$ cat src/rtl/shot_dispatcher.sv
// Fire-button dispatcher: turns a raw, asynchronous fire button into a single
// one-hot launch pulse toward a free shot slot, then holds off further shots
// for a number of video frames.
//
// Ports
//   clk            system clock, rising edge
//   resetN         synchronous active-low reset
//   startOfFrame   one-clock pulse per video frame
//   shoot          raw fire button (asynchronous, undebounced)
//   player_active  firing allowed when high; low aborts any activity
//   shots_active   per-slot busy flags from the shot objects
//   deploy_shot    one-hot, one-clock launch pulse (registered)
//   shot_dropped   one-clock pulse: press accepted but every slot busy
//   cooldown       high while the frame hold-off is running
//   shots_live     popcount of shots_active, one clock late
module shot_dispatcher #(
    parameter int unsigned COOLDOWN_FRAMES = 8
) (
    input  logic       clk,
    input  logic       resetN,
    input  logic       startOfFrame,
    input  logic       shoot,
    input  logic       player_active,
    input  logic [7:0] shots_active,
    output logic [7:0] deploy_shot,
    output logic       shot_dropped,
    output logic       cooldown,
    output logic [3:0] shots_live
);

    localparam int unsigned NSLOT       = 8;
    localparam int unsigned SLOT_W      = 3;
    localparam int unsigned FCNT_W      = 8;
    localparam int unsigned LIVE_W      = 4;
    localparam int unsigned WAIT_W      = 2;
    localparam int unsigned WAIT_CYCLES = 4;

    typedef enum logic [2:0] {
        ST_IDLE,
        ST_SEARCH,
        ST_FIRE,
        ST_WAIT_ACK,
        ST_COOLDOWN
    } state_e;

    state_e              state_q, state_d;
    logic [SLOT_W-1:0]   rr_q, rr_d;
    logic [SLOT_W-1:0]   sel_q, sel_d;
    logic [FCNT_W-1:0]   fcnt_q, fcnt_d;
    logic [WAIT_W-1:0]   wcnt_q, wcnt_d;
    logic [NSLOT-1:0]    deploy_q, deploy_d;
    logic                drop_q, drop_d;
    logic                cool_q, cool_d;
    logic [LIVE_W-1:0]   live_q, live_d;

    // Button front end
    logic                sync1_q, sync2_q, prev_q;
    logic [1:0]          vld_q;
    logic                armed_q, armed_d;
    logic                press_q, press_d;

    logic                found_c;
    logic [SLOT_W-1:0]   pick_c;

    // A press needs a genuine low sample first, so a button held through
    // reset release cannot fire. vld_q[1] marks sync2_q as a real sample.
    always_comb begin
        armed_d = armed_q | (vld_q[1] & ~sync2_q);
        press_d = armed_q & sync2_q & ~prev_q;
    end

    // Round-robin search for the first idle slot starting at rr_q
    always_comb begin
        found_c = 1'b0;
        pick_c  = '0;
        for (int unsigned i = 0; i < NSLOT; i++) begin
            if (!found_c && !shots_active[SLOT_W'(rr_q + SLOT_W'(i))]) begin
                found_c = 1'b1;
                pick_c  = SLOT_W'(rr_q + SLOT_W'(i));
            end
        end
    end

    // Popcount of busy slots
    always_comb begin
        live_d = '0;
        for (int unsigned i = 0; i < NSLOT; i++) begin
            live_d = live_d + LIVE_W'(shots_active[i]);
        end
    end

    // Next-state and registered-output logic
    always_comb begin
        state_d  = state_q;
        rr_d     = rr_q;
        sel_d    = sel_q;
        fcnt_d   = fcnt_q;
        wcnt_d   = wcnt_q;
        deploy_d = '0;
        drop_d   = 1'b0;

        case (state_q)
            ST_IDLE: begin
                if (press_q && player_active) begin
                    state_d = ST_SEARCH;
                end
            end
            ST_SEARCH: begin
                if (found_c) begin
                    sel_d   = pick_c;
                    state_d = ST_FIRE;
                end else begin
                    drop_d  = 1'b1;
                    state_d = ST_IDLE;
                end
            end
            ST_FIRE: begin
                deploy_d = NSLOT'(1) << sel_q;
                rr_d     = SLOT_W'(sel_q + SLOT_W'(1));
                wcnt_d   = '0;
                state_d  = ST_WAIT_ACK;
            end
            ST_WAIT_ACK: begin
                // Leave on slot acknowledge or after WAIT_CYCLES clocks here
                if (shots_active[sel_q] || (wcnt_q == WAIT_W'(WAIT_CYCLES - 1))) begin
                    fcnt_d  = FCNT_W'(COOLDOWN_FRAMES);
                    state_d = ST_COOLDOWN;
                end else begin
                    wcnt_d = wcnt_q + WAIT_W'(1);
                end
            end
            ST_COOLDOWN: begin
                // Counter loaded on entry, so a frame pulse on the entry clock is not counted
                if (fcnt_q == '0) begin
                    state_d = ST_IDLE;
                end else if (startOfFrame) begin
                    fcnt_d = fcnt_q - FCNT_W'(1);
                end
            end
            default: begin
                state_d = ST_IDLE;
            end
        endcase

        // Losing the player aborts everything, including a pending launch
        if ((state_q != ST_IDLE) && !player_active) begin
            state_d  = ST_IDLE;
            rr_d     = rr_q;
            sel_d    = sel_q;
            fcnt_d   = '0;
            deploy_d = '0;
            drop_d   = 1'b0;
        end

        cool_d = (state_d == ST_COOLDOWN);
    end

    // State and output registers
    always_ff @(posedge clk) begin
        if (!resetN) begin
            state_q  <= ST_IDLE;
            rr_q     <= '0;
            sel_q    <= '0;
            fcnt_q   <= '0;
            wcnt_q   <= '0;
            deploy_q <= '0;
            drop_q   <= 1'b0;
            cool_q   <= 1'b0;
            live_q   <= '0;
            sync1_q  <= 1'b0;
            sync2_q  <= 1'b0;
            prev_q   <= 1'b0;
            vld_q    <= '0;
            armed_q  <= 1'b0;
            press_q  <= 1'b0;
        end else begin
            state_q  <= state_d;
            rr_q     <= rr_d;
            sel_q    <= sel_d;
            fcnt_q   <= fcnt_d;
            wcnt_q   <= wcnt_d;
            deploy_q <= deploy_d;
            drop_q   <= drop_d;
            cool_q   <= cool_d;
            live_q   <= live_d;
            sync1_q  <= shoot;
            sync2_q  <= sync1_q;
            prev_q   <= sync2_q;
            vld_q    <= {vld_q[0], 1'b1};
            armed_q  <= armed_d;
            press_q  <= press_d;
        end
    end

    assign deploy_shot  = deploy_q;
    assign shot_dropped = drop_q;
    assign cooldown     = cool_q;
    assign shots_live   = live_q;

endmodule
$ cat config.mk
export PLATFORM = sky130hd
export DESIGN_NAME = shot_dispatcher
export DESIGN_NICKNAME = d
export VERILOG_FILES = /design/src/rtl/shot_dispatcher.sv
export SDC_FILE = /design/constraint.sdc
export NUM_CORES = 1
export LEC_CHECK = 0
export CORE_UTILIZATION = 43
export DETAILED_ROUTE_END_ITERATION = 12
export GPL_TIMING_DRIVEN = 1
export SYNTH_ARGS = -nofsm -noshare
export SYNTH_HDL_FRONTEND = slang
export SYNTH_SLANG_ARGS = --single-unit
$ cat constraint.sdc
create_clock -name clk -period 4.7 [get_ports clk]
set_clock_uncertainty 0.05 [all_clocks]
set_input_delay 0.705 -clock clk [delete_from_list [all_inputs] [get_ports clk]]
set_output_delay 0.705 -clock clk [all_outputs]
set_load 0.05 [all_outputs]
### Word level (Yosys, flattened, before mapping)

Index checks and enable logic that the tools add are counted.
Widths: inputs -> output; s select.

* register bits after elaboration: 40
* logic and storage cells: 147

* add/sub/neg operators: 17
* order comparisons: 9
* equality and inequality tests: 10
* shifts and indexed selects: 1
* mux-type cells: 48
* bitwise gates (word level): 10
* reductions and logical operators: 36

Operators with widths (number)
* $lt 3x4->1 const B: 9
* $mux 3: 12
* $bmux 1 s3: 9
* $mux 8: 3
* $mux 1: 19
* $add 4x1->4: 4
* $pmux 8 s2: 1
* $pmux 3 s5: 1
* $logic_not 1->1: 14
* $add 3x3->3 const B: 4
* $logic_and 1x1->1: 9
* $logic_not 8->1: 1
* $ne 2x2->1 const B: 4
* $shl 1x3->8 const A: 1
* $sub 8x1->8 const B: 1
* $add 3x1->3 const B: 2
* $add 3x2->3 const B: 2
* $eq 3x2->1 const B: 2
* $eq 3x3->1 const B: 2
* $not 1->1: 6
* $reduce_or 3->1: 2
* $add 3x1->4: 1
* $mux 2: 2
* $pmux 2 s2: 1
* other kinds (15): 19

### Logic depth before layout (Yosys ltp)

Gate-level depths: netlist of run 1.

* word-level depth: 28
* gate-level depth with buffers: 12
* mapped depth without buffers: 9

### Worst setup path after synthesis of run 1

Ideal clock, no wire load.

* path type: input port to flip-flop
* start: in shots_active[0]
* end: reg live_q[2], in the netlist shots_live[2]
* setup time: 0.115 ns
* arrival: 3.058 ns
* data required time: 4.535 ns
* setup slack: 1.477 ns
* stages: 9
* path buffers: 0
* path through: fa_1 > inv_1 > fa_1 > fa_1 > inv_1 > ha_1 > fa_1 > xor2_1 > and2_1

* cells in the longest elaborated chain, start to end: 7

RTL lines
* start: declaration: line 24 `input logic [7:0] shots_active,`
* $add 1x1->2: line 88 `live_d = live_d + LIVE_W'(shots_active[i]);`
* $add 2x1->3: line 88
* $add 3x1->4: line 88
* $add 4x1->4 (4 in a row): line 88
* end signal: assignment: line 185 `live_q <= live_d;`
* end: declaration: line 54 `logic [LIVE_W-1:0] live_q, live_d;`

Every way passes these cells.
A chain may end at the register's enable or synchronous reset.

### Worst setup path after layout of run 1

Same ends and word-level chain as after synthesis.

==> impl_metrics.tcl, run 1 <==
set metrics [dict create \
    status "complete, no violations" \
    hold_viol 0 \
    top_layer "met4" \
    drive_gt1_frac 0.134 \
    cts_buffer_depth 2 \
    dpl.cell_count 389 \
    gp_congestion 0.880 \
    r2r_setup_slack_ns 1.27 \
    dp_hpwl_microns 3970 \
    die_area_sq_um 6780 \
    synth_cell_types 62 \
    gr-total-overflow 0 \
    finalMaxSlewViolations 0 \
    avgViaCountPerCell 5.46 \
    core_area_sq_um 6060 \
    synth_fp_nets 327 \
    grt_util_all_layers 0.176 \
    multi_input_area_sq_um 1810 \
    postCtsSetupBuffers 0 \
    synth_edf_count 0 \
    worstPathArrival_ns 3.78 \
    clockRootBuffer "clkbuf_8" \
    drc 0 \
    clkPwrFrac 0.305 \
    holdPathEnd "vld_q[1]" \
    met2_length_microns 2380 \
    ff2ff_path_depth 9 \
    start_util 0.458 \
    first_iter_violations 127 \
    setup_viol 0 \
    vias 2168 \
    ys_warn_count 0 \
    grt_setup_unrepaired "false" \
    fp.dieH_microns 82.4 \
    pwr-share-seq 0.490 \
    area_growth_pct 13.6 \
    power_density_nw_per_um2 228 \
    power.internal_mw 0.516 \
    antenna_found_initial 0 \
    wl_per_cell_microns 13.5 \
    hp-class "register to register" \
    cts_buffers 5 \
    fmax_mhz 274 \
    grt_max_degree 25 \
    hold_start "vld_q[0]" \
    syn_inst 299 \
    die_w_microns 82.4 \
    htree_levels 2 \
    stdcell_count 397 \
    maxSlewHeadroom 0.519 \
    cts_tree "yes" \
    async_flop_share 0 \
    cts_hold_buf 0 \
    boundaryPins 27 \
    nNetsFinal 349 \
    drt-pass1-iter-count 4 \
    rows 28 \
    maxCapViolations 0 \
    worstReg2RegEnd "sel_q[2]" \
    cts_resized 0 \
    cp-start-kind "input pin" \
    setup-tns-final_ns 0 \
    min_period_ns 3.64 \
    clkTransAtPathRegs_ns 0.07 \
    synth_area_per_cell_sq_um 9.29 \
    leakage_nw 1.24 \
    met3WireLength_microns 264 \
    drt-met1-wl_microns 2660 \
    tightestPinTransition_ns 0.722 \
    cts.sinks 40 \
    cp_max_fo 10 \
    n_antenna_cell 0 \
    worstSetupPathType "input pin to register" \
    grt_pass1_wl_microns 9060 \
    ir_worst_vdd_v 0.000179 \
    swShare 0.283 \
    comb_power_share 0.205 \
    io_buffers 26 \
    grt_pass1_vias 1914 \
    synthesis.area_sq_um 2780 \
    post-route-period-util 0.775 \
    crit_path_end_kind "register" \
    cp.required_ns 4.83 \
    whs_path_depth 1 \
    drt_wl_total_microns 5360 \
    ant_nets 0 \
    fill_cells 570 \
    p_switching_mw 0.204 \
    reg2reg_from "rr_q[0]" \
    synth_seq_cells 40 \
    seq_area_sq_um 801 \
    synth-seq-area-share 0.288 \
    synthFlopType "dfxtp_1" \
    clk_latency_ns 0.29 \
]
-- state kept, by name (all words and copies together), names as in the netlist --
signal,cells
cooldown,1
vld_q,2
wcnt_q,2
deploy_shot,8
sync1_q,1
shot_dropped,1
fcnt_q,8
sync2_q,1
armed_q,1
shots_live,4
sel_q,3
prev_q,1
rr_q,3
press_q,1
state_q,3
-- per-stage QoR --
stage | utilization | area (sq um) | setup WS (ns) | total power [mW] | hold slack (ns)
3_5_place_dp | 0.506 | 3070 | 0.753 | 0.509 | 0.369
2_1_floorplan | - | 2780 | 1.48 | 0.461 | 0.362
3_3_place_gp | 0.506 | 3070 | 0.790 | 0.508 | 0.365
5_1_grt | 0.521 | 3160 | 0.925 | 0.765 | 0.431
6_report | 0.521 | 3160 | 1.06 | 0.720 | 0.388
4_1_cts | 0.521 | 3160 | 1.07 | 0.733 | 0.392
-- metal layers --
metal	vias up	track usage
met5	-	0
met4	0	0.0474
met3	10	0.0352
met2	59	0.272
met1	990	0.249
li1	1109	-
-- cell usage in the layout (no fill, tap or decap), types with 4 or more instances in the layout --
cell             count
a21oi_1             12
and2_1              10
clkbuf_8             5
clkdlybuf4s50_1     26
dfxtp_1             40
fa_1                 4
ha_1                11
inv_1               20
mux2_2               8
mux2i_1              9
mux4_2              14
nand2_1             28
nor2_1              28
nor2b_1              8
nor3_1               7
o21ai_0             11
or3_1                7
xnor2_1              7
-- power groups by stage --
stage	logic, mW	clock network [mW]	registers (mW)
floorplan	0.0749	0	0.386
global placement	0.147	0	0.361
detailed placement	0.149	0	0.361
CTS	0.149	0.231	0.353
global route	0.162	0.249	0.354
finish	0.148	0.220	0.353
-- layout make-up --
cell class,count,share of cell area
Multi-Input combinational cell,222,0.572
Tap cell,75,0.0297
Sequential cell,40,0.254
Clock buffer,5,0.0218
Clock inverter,3,0.00595
Timing Repair Buffer,29,0.0896
Inverter,23,0.0273
-- worst max-delay path: stages --
cell and delay (ns):
clkdlybuf4s50_1 0.58, fa_1 0.60, inv_1 0.05, fa_1 0.44, fa_1 0.49, inv_1 0.04
ha_1 0.20, fa_1 0.37, xor2_1 0.14, and2_1 0.14
-- synth_stat cells, drive strengths merged (4+ instances only) --
cell	number	area [sq um]
dfxtp	40	801
mux2i	9	90.1
fa	4	80.1
nand3	4	25.0
xnor2	7	61.3
nand2	28	105
ha	11	138
a21oi	13	68.8
buf	8	62.6
nor3	7	35.0
nor2	28	105
and2	11	71.3
inv	21	78.8
mux2	8	90.1
nor2b	8	50.1
o21ai	12	60.1
or3	7	43.8
clkbuf	6	22.5
mux4	15	342
-- how the worst max path moves through the flow --
stage	startpoint	to	slack, ns	cells after the start
global placement	shots_active[0]	shots_live[2]	0.79	10
global route	shots_active[0]	shots_live[2]	0.93	10
detailed placement	shots_active[0]	shots_live[2]	0.75	10
floorplan	shots_active[0]	shots_live[2]	1.48	9
CTS	shots_active[0]	shots_live[2]	1.07	10
finish	shots_active[0]	shots_live[2]	1.06	10
-- kinds of logic after synthesis --
family          after synthesis  synth area share
mux                          32             0.188
flops                        40             0.288
buf+inv                      37            0.0617
fa+ha+maj                    15            0.0784
compound gates               55             0.150
simple gates                110             0.203
xor+xnor                     10            0.0315
No activity file was read; power rests on OpenSTA's default activity.
==> run 2, diff against run 1 <==
==> constraint.sdc (replaced) <==
create_clock -name clk -period 3.57 [get_ports clk]
set_clock_uncertainty 0.05 [all_clocks]
set_input_delay 0.5355 -clock clk [delete_from_list [all_inputs] [get_ports clk]]
set_output_delay 0.5355 -clock clk [all_outputs]
set_load 0.05 [all_outputs]
==> impl_metrics.tcl, run 2 (synthesis results as in run 1) <==
set metrics [dict create \
    postCtsSetupBuffers 0 \
    stdcell_count 405 \
    hold_viol 0 \
    pwr-share-seq 0.473 \
    leakage_nw 1.27 \
    grt_max_degree 25 \
    start_util 0.458 \
    die_area_sq_um 6780 \
    place_worst_setup_slack_ns -0.0114 \
    setup-tns-final_ns 0 \
    setup_viol 0 \
    antenna_found_initial 0 \
    wl_per_cell_microns 14.4 \
    clkTransAtPathRegs_ns 0.07 \
    grt_util_met3 0.0374 \
    grt_pass1_wl_microns 9770 \
    status "complete, no violations" \
    io_buffers 26 \
    n_antenna_cell 0 \
    worstPathArrival_ns 3.40 \
    grt_busiest_layer "met2" \
    cp-start-kind "input pin" \
    first_iter_violations 141 \
    grt_pass1_vias 2076 \
    dp_hpwl_microns 4340 \
    swShare 0.282 \
    comb_power_share 0.205 \
    power_mw 0.983 \
    grt_util_all_layers 0.189 \
    drt_wl_total_microns 5820 \
    htree_levels 2 \
    setup_slack_ns 0.307 \
    rows 28 \
    worst_hold_slack_ns 0.384 \
    avgViaCountPerCell 5.64 \
    p_switching_mw 0.277 \
    crit_path_end_kind "register" \
    worstSetupPathType "input pin to register" \
    drt-pass1-iter-count 4 \
    cts_buffers 5 \
    ant_nets 0 \
    ir_worst_vdd_v 0.000216 \
    gr-usage-met2 0.296 \
    area_growth_pct 16.0 \
    fmax_mhz 306 \
    met1_usage 0.262 \
    grt_setup_unrepaired "false" \
    power_density_nw_per_um2 305 \
    hp-class "register to register" \
    cts_resized 0 \
    cts_hold_buf 0 \
    layout_common_cells "dfxtp_1 (40), nor2_1 (28), nand2_1 (28), clkdlybuf4s50_1 (26), inv_1 (20)" \
    cp_max_fo 2 \
    cts_buffer_depth 2 \
    clk_latency_ns 0.29 \
    vias 2283 \
    core_area_sq_um 6060 \
    dpl.cell_count 397 \
    clkPwrFrac 0.322 \
    drc 0 \
    cts.sinks 40 \
    tightestPinTransition_ns 0.671 \
    gp_congestion 0.822 \
    power.internal_mw 0.706 \
    cp.required_ns 3.71 \
    clockRootBuffer "clkbuf_8" \
    maxCapViolations 0 \
    gr-total-overflow 0 \
    maxSlewHeadroom 0.552 \
    finalMaxSlewViolations 0 \
    cts_tree "yes" \
    die_w_microns 82.4 \
    boundaryPins 27 \
    nNetsFinal 357 \
    fill_cells 591 \
    post-route-period-util 0.914 \
    fp.dieH_microns 82.4 \
    layout_commonest_cell "dfxtp_1" \
    drive_gt1_frac 0.152 \
    min_period_ns 3.26 \
]
run 2: changes by cell type in the layout (fill, tap and decap cells not counted), sizes merged:
cell	change
buf	+8
clkbuf	+2
clkinv	-3
clkinvlp	+1
run 2: power by group through the flow:
stage	registers [mW]	logic (mW)	clock network (mW)
2_1_floorplan	0.508	0.0986	0
6_report	0.465	0.202	0.316
5_1_grt	0.467	0.224	0.348
3_3_place_gp	0.476	0.199	0
4_1_cts	0.465	0.204	0.329
3_5_place_dp	0.475	0.203	0
run 2: path summary, 6_finish.rpt:
kind              cells past startpoint             from            end  slack, ns
hold / removal                        1         vld_q[0]       vld_q[1]       0.38
setup reg to reg                     10          rr_q[1]       sel_q[0]       0.58
hold reg to reg                       1         vld_q[0]       vld_q[1]       0.38
setup / recovery                     10  shots_active[0]  shots_live[2]       0.31
run 2: final cells by class:
class | count | area (sq um) | share of cell area
Tap cell | 75 | 93.8 | 0.0291
Sequential cell | 40 | 801 | 0.248
Clock buffer | 7 | 86.3 | 0.0268
Clock inverter | 1 | 7.51 | 0.00233
Multi-Input combinational cell | 222 | 1810 | 0.560
Timing Repair Buffer | 37 | 343 | 0.106
Inverter | 23 | 86.3 | 0.0268
run 2: worst max-delay path, stage by stage:
cell	delay, ns
clkdlybuf4s50_1	0.45
fa_1	0.54
inv_1	0.05
fa_1	0.44
fa_1	0.49
inv_1	0.04
ha_1	0.19
fa_1	0.38
xor2_1	0.15
and2_1	0.14
run 2: per-stage QoR:
step                      cell area (sq um)   util
after floorplan                        2780      -
after global placement                 3130  0.516
after detailed placement               3130  0.516
after CTS                              3220  0.532
after global routing                   3220  0.532
final                                  3220  0.532
run 2: routing by layer:
metal / share of wire / up-vias
li1: - / 1128
met1: 0.49 / 1089
met2: 0.46 / 60
met3: 0.041 / 6
met4: 0.0086 / 0
met5: 0 / -
